`src/rtl/c_dot4_sink_pkg.sv`:
```
// Shared defaults and the result record for the complex dot-product path.
package c_dot4_sink_pkg;

  localparam int C_N     = 16;
  localparam int C_LAT   = 5;
  localparam int C_DEPTH = 4;
  localparam int IDX_W   = 8;

  typedef struct packed {
    logic signed [C_N-1:0] r;
    logic signed [C_N-1:0] i;
    logic [IDX_W-1:0]      idx;
  } entry_t;

endpackage

```
`src/rtl/c_sync_fifo.sv`:
```
// Synchronous FIFO with a registered head and an occupancy count; one-cycle write-to-head latency.
// Writes into a full FIFO are refused unless a read happens in the same cycle.
module c_sync_fifo
  import c_dot4_sink_pkg::*;
#(
  parameter type T     = entry_t,
  parameter int  DEPTH = C_DEPTH,
  localparam int AW    = $clog2(DEPTH)
) (
  input  logic        clk,
  input  logic        rst,
  input  logic        wr_en,
  input  T            wr_dat,
  output logic        full,
  input  logic        rd_en,
  output logic        rd_vld,
  output T            rd_dat,
  output logic [AW:0] level
);

  T              mem [DEPTH];
  logic [AW-1:0] wr_ptr;
  logic [AW-1:0] rd_ptr;
  logic [AW-1:0] rd_nxt;
  logic          push;
  logic          pop;

  assign rd_vld = (level != '0);
  assign full   = (level == (AW+1)'(DEPTH));
  assign pop    = rd_en && rd_vld;
  assign push   = wr_en && (!full || pop);
  assign rd_nxt = rd_ptr + AW'(pop);

  always_ff @(posedge clk or posedge rst) begin
    if (rst) begin
      wr_ptr <= '0;
      rd_ptr <= '0;
      level  <= '0;
      rd_dat <= '0;
    end else begin
      if (push) begin
        wr_ptr <= wr_ptr + AW'(1);
      end
      rd_ptr <= rd_nxt;
      level  <= level + (AW+1)'(push) - (AW+1)'(pop);
      // A write landing in the slot that becomes the head must be forwarded
      // into the head register, since mem is only updated at this same edge.
      rd_dat <= (push && (rd_nxt == wr_ptr)) ? wr_dat : mem[rd_nxt];
    end
  end

  always_ff @(posedge clk) begin
    if (push) begin
      mem[wr_ptr] <= wr_dat;
    end
  end

endmodule

```
`src/rtl/c_dot4_sink.sv`:
```
// Collects every 4th valid MAC window sum into a result FIFO tagged with a group index.
// Push lands LAT cycles after the 4th mac_en; a full FIFO without a pop drops the result.
module c_dot4_sink
  import c_dot4_sink_pkg::*;
#(
  parameter int N     = C_N,
  parameter int LAT   = C_LAT,
  parameter int DEPTH = C_DEPTH
) (
  input  logic                    clk,
  input  logic                    rst,
  input  logic                    start,
  input  logic                    mac_en,
  input  logic signed [N-1:0]     in_r,
  input  logic signed [N-1:0]     in_i,
  output logic                    out_valid,
  input  logic                    out_ready,
  output logic signed [N-1:0]     out_r,
  output logic signed [N-1:0]     out_i,
  output logic [7:0]              out_idx,
  output logic [$clog2(DEPTH):0]  fifo_level,
  output logic                    err_gap,
  output logic                    err_ovf,
  output logic                    busy
);

  logic [LAT-1:0] dl;
  logic [1:0]     wc;
  logic [7:0]     grp_idx;
  logic           pv;
  logic           grp_done;
  logic           pop;
  logic           fifo_full;
  entry_t         push_dat;
  entry_t         head;

  assign pv       = dl[LAT-1];
  assign grp_done = pv && (wc == 2'd3) && !start;
  assign pop      = out_valid && out_ready;
  assign busy     = (dl != '0) || (wc != 2'd0);
  assign push_dat = '{r: in_r, i: in_i, idx: grp_idx};

  always_ff @(posedge clk or posedge rst) begin
    if (rst) begin
      dl      <= '0;
      wc      <= '0;
      grp_idx <= '0;
      err_gap <= 1'b0;
      err_ovf <= 1'b0;
    end else if (start) begin
      dl      <= '0;
      wc      <= '0;
      grp_idx <= '0;
      err_gap <= 1'b0;
      err_ovf <= 1'b0;
    end else begin
      dl <= (dl << 1) | LAT'(mac_en);
      if (pv) begin
        // wc wraps 3 -> 0 on group completion
        wc <= wc + 2'd1;
        if (wc == 2'd3) begin
          grp_idx <= grp_idx + 8'd1;
          if (fifo_full && !pop) begin
            err_ovf <= 1'b1;
          end
        end
      end else if (wc != 2'd0) begin
        wc      <= '0;
        err_gap <= 1'b1;
      end
    end
  end

  c_sync_fifo #(
    .T     (entry_t),
    .DEPTH (DEPTH)
  ) u_fifo (
    .clk    (clk),
    .rst    (rst),
    .wr_en  (grp_done),
    .wr_dat (push_dat),
    .full   (fifo_full),
    .rd_en  (out_ready),
    .rd_vld (out_valid),
    .rd_dat (head),
    .level  (fifo_level)
  );

  assign out_r   = head.r;
  assign out_i   = head.i;
  assign out_idx = head.idx;

endmodule

```
`config.mk`:
```
export PLATFORM = sky130hd
export DESIGN_NAME = c_dot4_sink
export DESIGN_NICKNAME = d
export VERILOG_FILES = /design/src/rtl/c_dot4_sink_pkg.sv /design/src/rtl/c_sync_fifo.sv /design/src/rtl/c_dot4_sink.sv
export SDC_FILE = /design/constraint.sdc
export NUM_CORES = 1
export LEC_CHECK = 0
export CAP_MARGIN = 20
export CORE_MARGIN = 2
export CORE_UTILIZATION = 57
export DETAILED_ROUTE_END_ITERATION = 6
export GPL_TIMING_DRIVEN = 0
export PLACE_DENSITY = 0.77
export SYNTH_ARGS = -nofsm -noshare
export SYNTH_HDL_FRONTEND = slang
export SYNTH_HIERARCHICAL = 1
export SYNTH_SLANG_ARGS = --single-unit
export TNS_END_PERCENT = 1
```
`constraint.sdc`:
```
create_clock -name clk -period 3.4 [get_ports clk]
set_input_delay 1.02 -clock clk [delete_from_list [all_inputs] [get_ports clk]]
set_output_delay 1.02 -clock clk [all_outputs]
set_load 0.005 [all_outputs]
```
==> impl_metrics.yaml <==
global_route:
  overflow: 0
  first_global_vias: 4360
  track_usage: 0.190
  grt_max_degree: 41
  grt_pass1_wl_microns: 23600
  antenna_found_initial: 0
timing:
  finalWorstSetupSlack_ns: 0.285
  max_freq_ghz: 0.321
  slew_headroom: 0.560
  tightest_slew_ns: 0.660
  rsz0062_at_grt: "false"
  hold_violations: 0
  period_minus_slack_ns: 3.11
  finClkSkew_ns: 0.0122
  period_share: 0.916
  finalSetupTns_ns: 0
  slew_viol_final: 0
  setup_viol: 0
setup_path:
  critPathKind: "input pin to flop"
  cp_cell_sequence: "clkdlybuf4s50_1 -> nand2_1 -> inv_1 -> ha_1 -> clkbuf_1 -> buf_2 -> mux4_2 -> mux2_4"
  critPathSlowestCell: "mux4_2"
  reg2reg_slack_ns: 0.33
  arrival_ns: 3.49
  cp_top_family: "buffers and inverters"
  crit_path_max_incr_delay_ns: 0.56
  crit_fanout: 10
  worst-endpoint-required_ns: 3.77
  regToRegStartpoint: "u_fifo/level[1]"
  cp_num_buf_inv: 4
  end_kind: "flop"
  critPathLaunchType: "input pin"
  crit_path_start: "out_ready"
detailed_routing:
  highest_layer: "met4"
  finalWirelength_microns: 15000
  avgViaCountPerCell: 5.64
  ant_nets: 0
  wl_met1_microns: 6510
  vias: 4097
  drc: 0
  met3_length_microns: 717
  wl_met2_microns: 7560
  drtPass1Iterations: 4
  first_iter_violations: 282
  wl_per_cell_microns: 20.6
clocking:
  cts_tree: "built"
  cts_setup_buffers: 0
  cts.clk_slew.worst_paths_ns: 0.06
  root_buffer: "clkbuf_16"
  numCtsBuffers: 22
  clock_sinks: 224
  htreeDepth: 1
  clk_latency_ns: 0.50
  cts_max_path_buffers: 3
power:
  p_leak_nw: 3.90
  p_sw_mw: 1.93
  comb_power_share: 0.312
  pwr-share-seq: 0.408
  peakVddDrop_mv: 0.544
  p_int_mw: 6.22
  swShare: 0.237
  power.density_nw_per_um2: 774
  power_mw: 8.15
  clkPwrFrac: 0.280
cells_and_area:
  nFillCells: 925
  register_area_sq_um: 6410
  antenna_cells: 0
  drive_gt1_frac: 0.260
  final_util: 0.700
  syn_to_final_growth_pct: 21.3
  multi_input_area_sq_um: 2110
  final_area_sq_um: 10500
  num-nets-final: 571
logic_synthesis:
  syn_nets: 460
  seq_area_frac_synth: 0.738
  synth_top_cells_by_count: "160 x edfxtp_1, 64 x dfrtp_1, 40 x mux2_4, 40 x mux4_2, 10 x nor2_1"
  synth-edff-count: 160
  synth_top_area_frac: 0.554
  syn_area_sq_um: 8680
  ys_seq_elements: 224
  async_flop_share: 0.286
  ys_warn_count: 6
  yosys.area.top_type: "edfxtp_1"
  ys_types: 37
  ys_top_cells_by_area: "edfxtp_1 55%, dfrtp_1 18%, mux4_2 10%"
  yosysMostFrequentCell: "edfxtp_1"
  yosys_most_used_dff: "edfxtp_1"
  synthesis.instances: 413
  synth_area_per_cell_sq_um: 21.0
placement:
  dp_hpwl_microns: 8600
  dp_slack_ns: -0.301
  placed_area_sq_um: 9760
  port_buffers: 82
  routabilityCongestion: 0.757
run_status:
  status: "finished clean"
floorplanning:
  core_sq_um: 15000
  chipWidth_microns: 127
  rows: 45
  initial_utilization: 0.577
  die_h_microns: 127
  die_area_sq_um: 16200
  pin_count: 84
job:
  drv_cap: 0
hold_path:
  worstHoldStart: "dl[1]"
  hp-class: "flop to flop"
-- path summary, 6_finish.rpt --
path                                     endpoint  cells after the start
worst max-delay path             u_fifo/rd_dat[2]                      8
worst min-delay path                        dl[2]                      1
worst max register to register   u_fifo/rd_dat[2]                      8
worst min register to register              dl[2]                      1
max in group asynchronous       u_fifo/rd_dat[24]                      3
min in group asynchronous        u_fifo/rd_dat[3]                      2
-- final cells by class --
class	instances	share of cell area
Clock buffer	34	0.0605
Inverter	9	0.00321
Tap cell	188	0.0223
Multi-Input combinational cell	162	0.200
Buffer	18	0.0125
Timing Repair Buffer	87	0.0882
Sequential cell	224	0.608
Clock inverter	5	0.00452
-- worst reg2reg max path: cells and delay by family (launching register included) --
kind	cells	cell delay, ns
buffers and inverters	3	0.73
muxes	2	0.85
DFF	1	0.42
and+or+nand+nor	2	0.67
adders and majority gates	1	0.30
-- kinds of logic after synthesis --
logic type	Yosys count	share of synthesized area
AO/OA/AOI/OAI	12	0.00793
adder cells (fa/ha/maj)	10	0.0153
buffers and inverters	27	0.0189
XOR/XNOR	8	0.00980
flip-flops	224	0.738
AND/OR/NAND/NOR	49	0.0334
multiplexers	83	0.177
-- what timing repair did --
| action | 4_1_cts | 5_1_grt |
|---|---|---|
| hold buffers | 0 | 0 |
| endpoints found under the setup margin | 0 | 1 |
| hold endpoints to repair | 0 | 0 |
| gates resized for setup | 0 | 2 |
-- per-layer routing --
metal | vias to the layer above | track usage
met2 | 97 | 0.321
met1 | 2144 | 0.264
met3 | 19 | 0.0331
li1 | 1837 | -
met5 | - | 0
met4 | 0 | 0.0472
-- power by group through the flow --
stage	Clock, mW	Combinational, mW	Sequential, mW
after global placement	0	2.51	3.37
after CTS	2.34	2.59	3.33
after detailed placement	0	2.56	3.38
final	2.28	2.55	3.32
after global routing	2.45	2.73	3.34
after floorplan	0	1.66	3.39
-- state kept, by name, indices dropped and copies added, names as in the netlist --
register and flops:
u_fifo/mem 160, u_fifo/rd_dat 40, grp_idx 8, dl 5, u_fifo/level 3, u_fifo/rd_ptr 2, u_fifo/wr_ptr 2, wc 2
err_gap 1, err_ovf 1
-- per-stage QoR --
stage,hold slack (ns),instances
4_1_cts,0.509,723
5_1_grt,0.533,727
3_3_place_gp,0.478,683
3_5_place_dp,0.490,684
2_1_floorplan,0.465,413
6_report,0.503,727
-- layout by cell type (no fill, tap or decap), types with 3 or more instances in the layout --
cell,n
clkbuf_16,23
dfrtp_1,64
nor2b_1,7
nand3_1,4
xnor2_1,4
xor2_1,3
clkdlybuf4s50_1,82
ha_1,9
buf_2,8
inv_1,8
nor2_1,10
buf_8,4
and3_2,4
o21ai_0,3
clkbuf_1,13
a21oi_1,6
nand2_1,9
buf_12,4
edfxtp_1,160
mux2_4,40
mux4_2,40
Note: power is estimated with default switching activity, not from simulation.
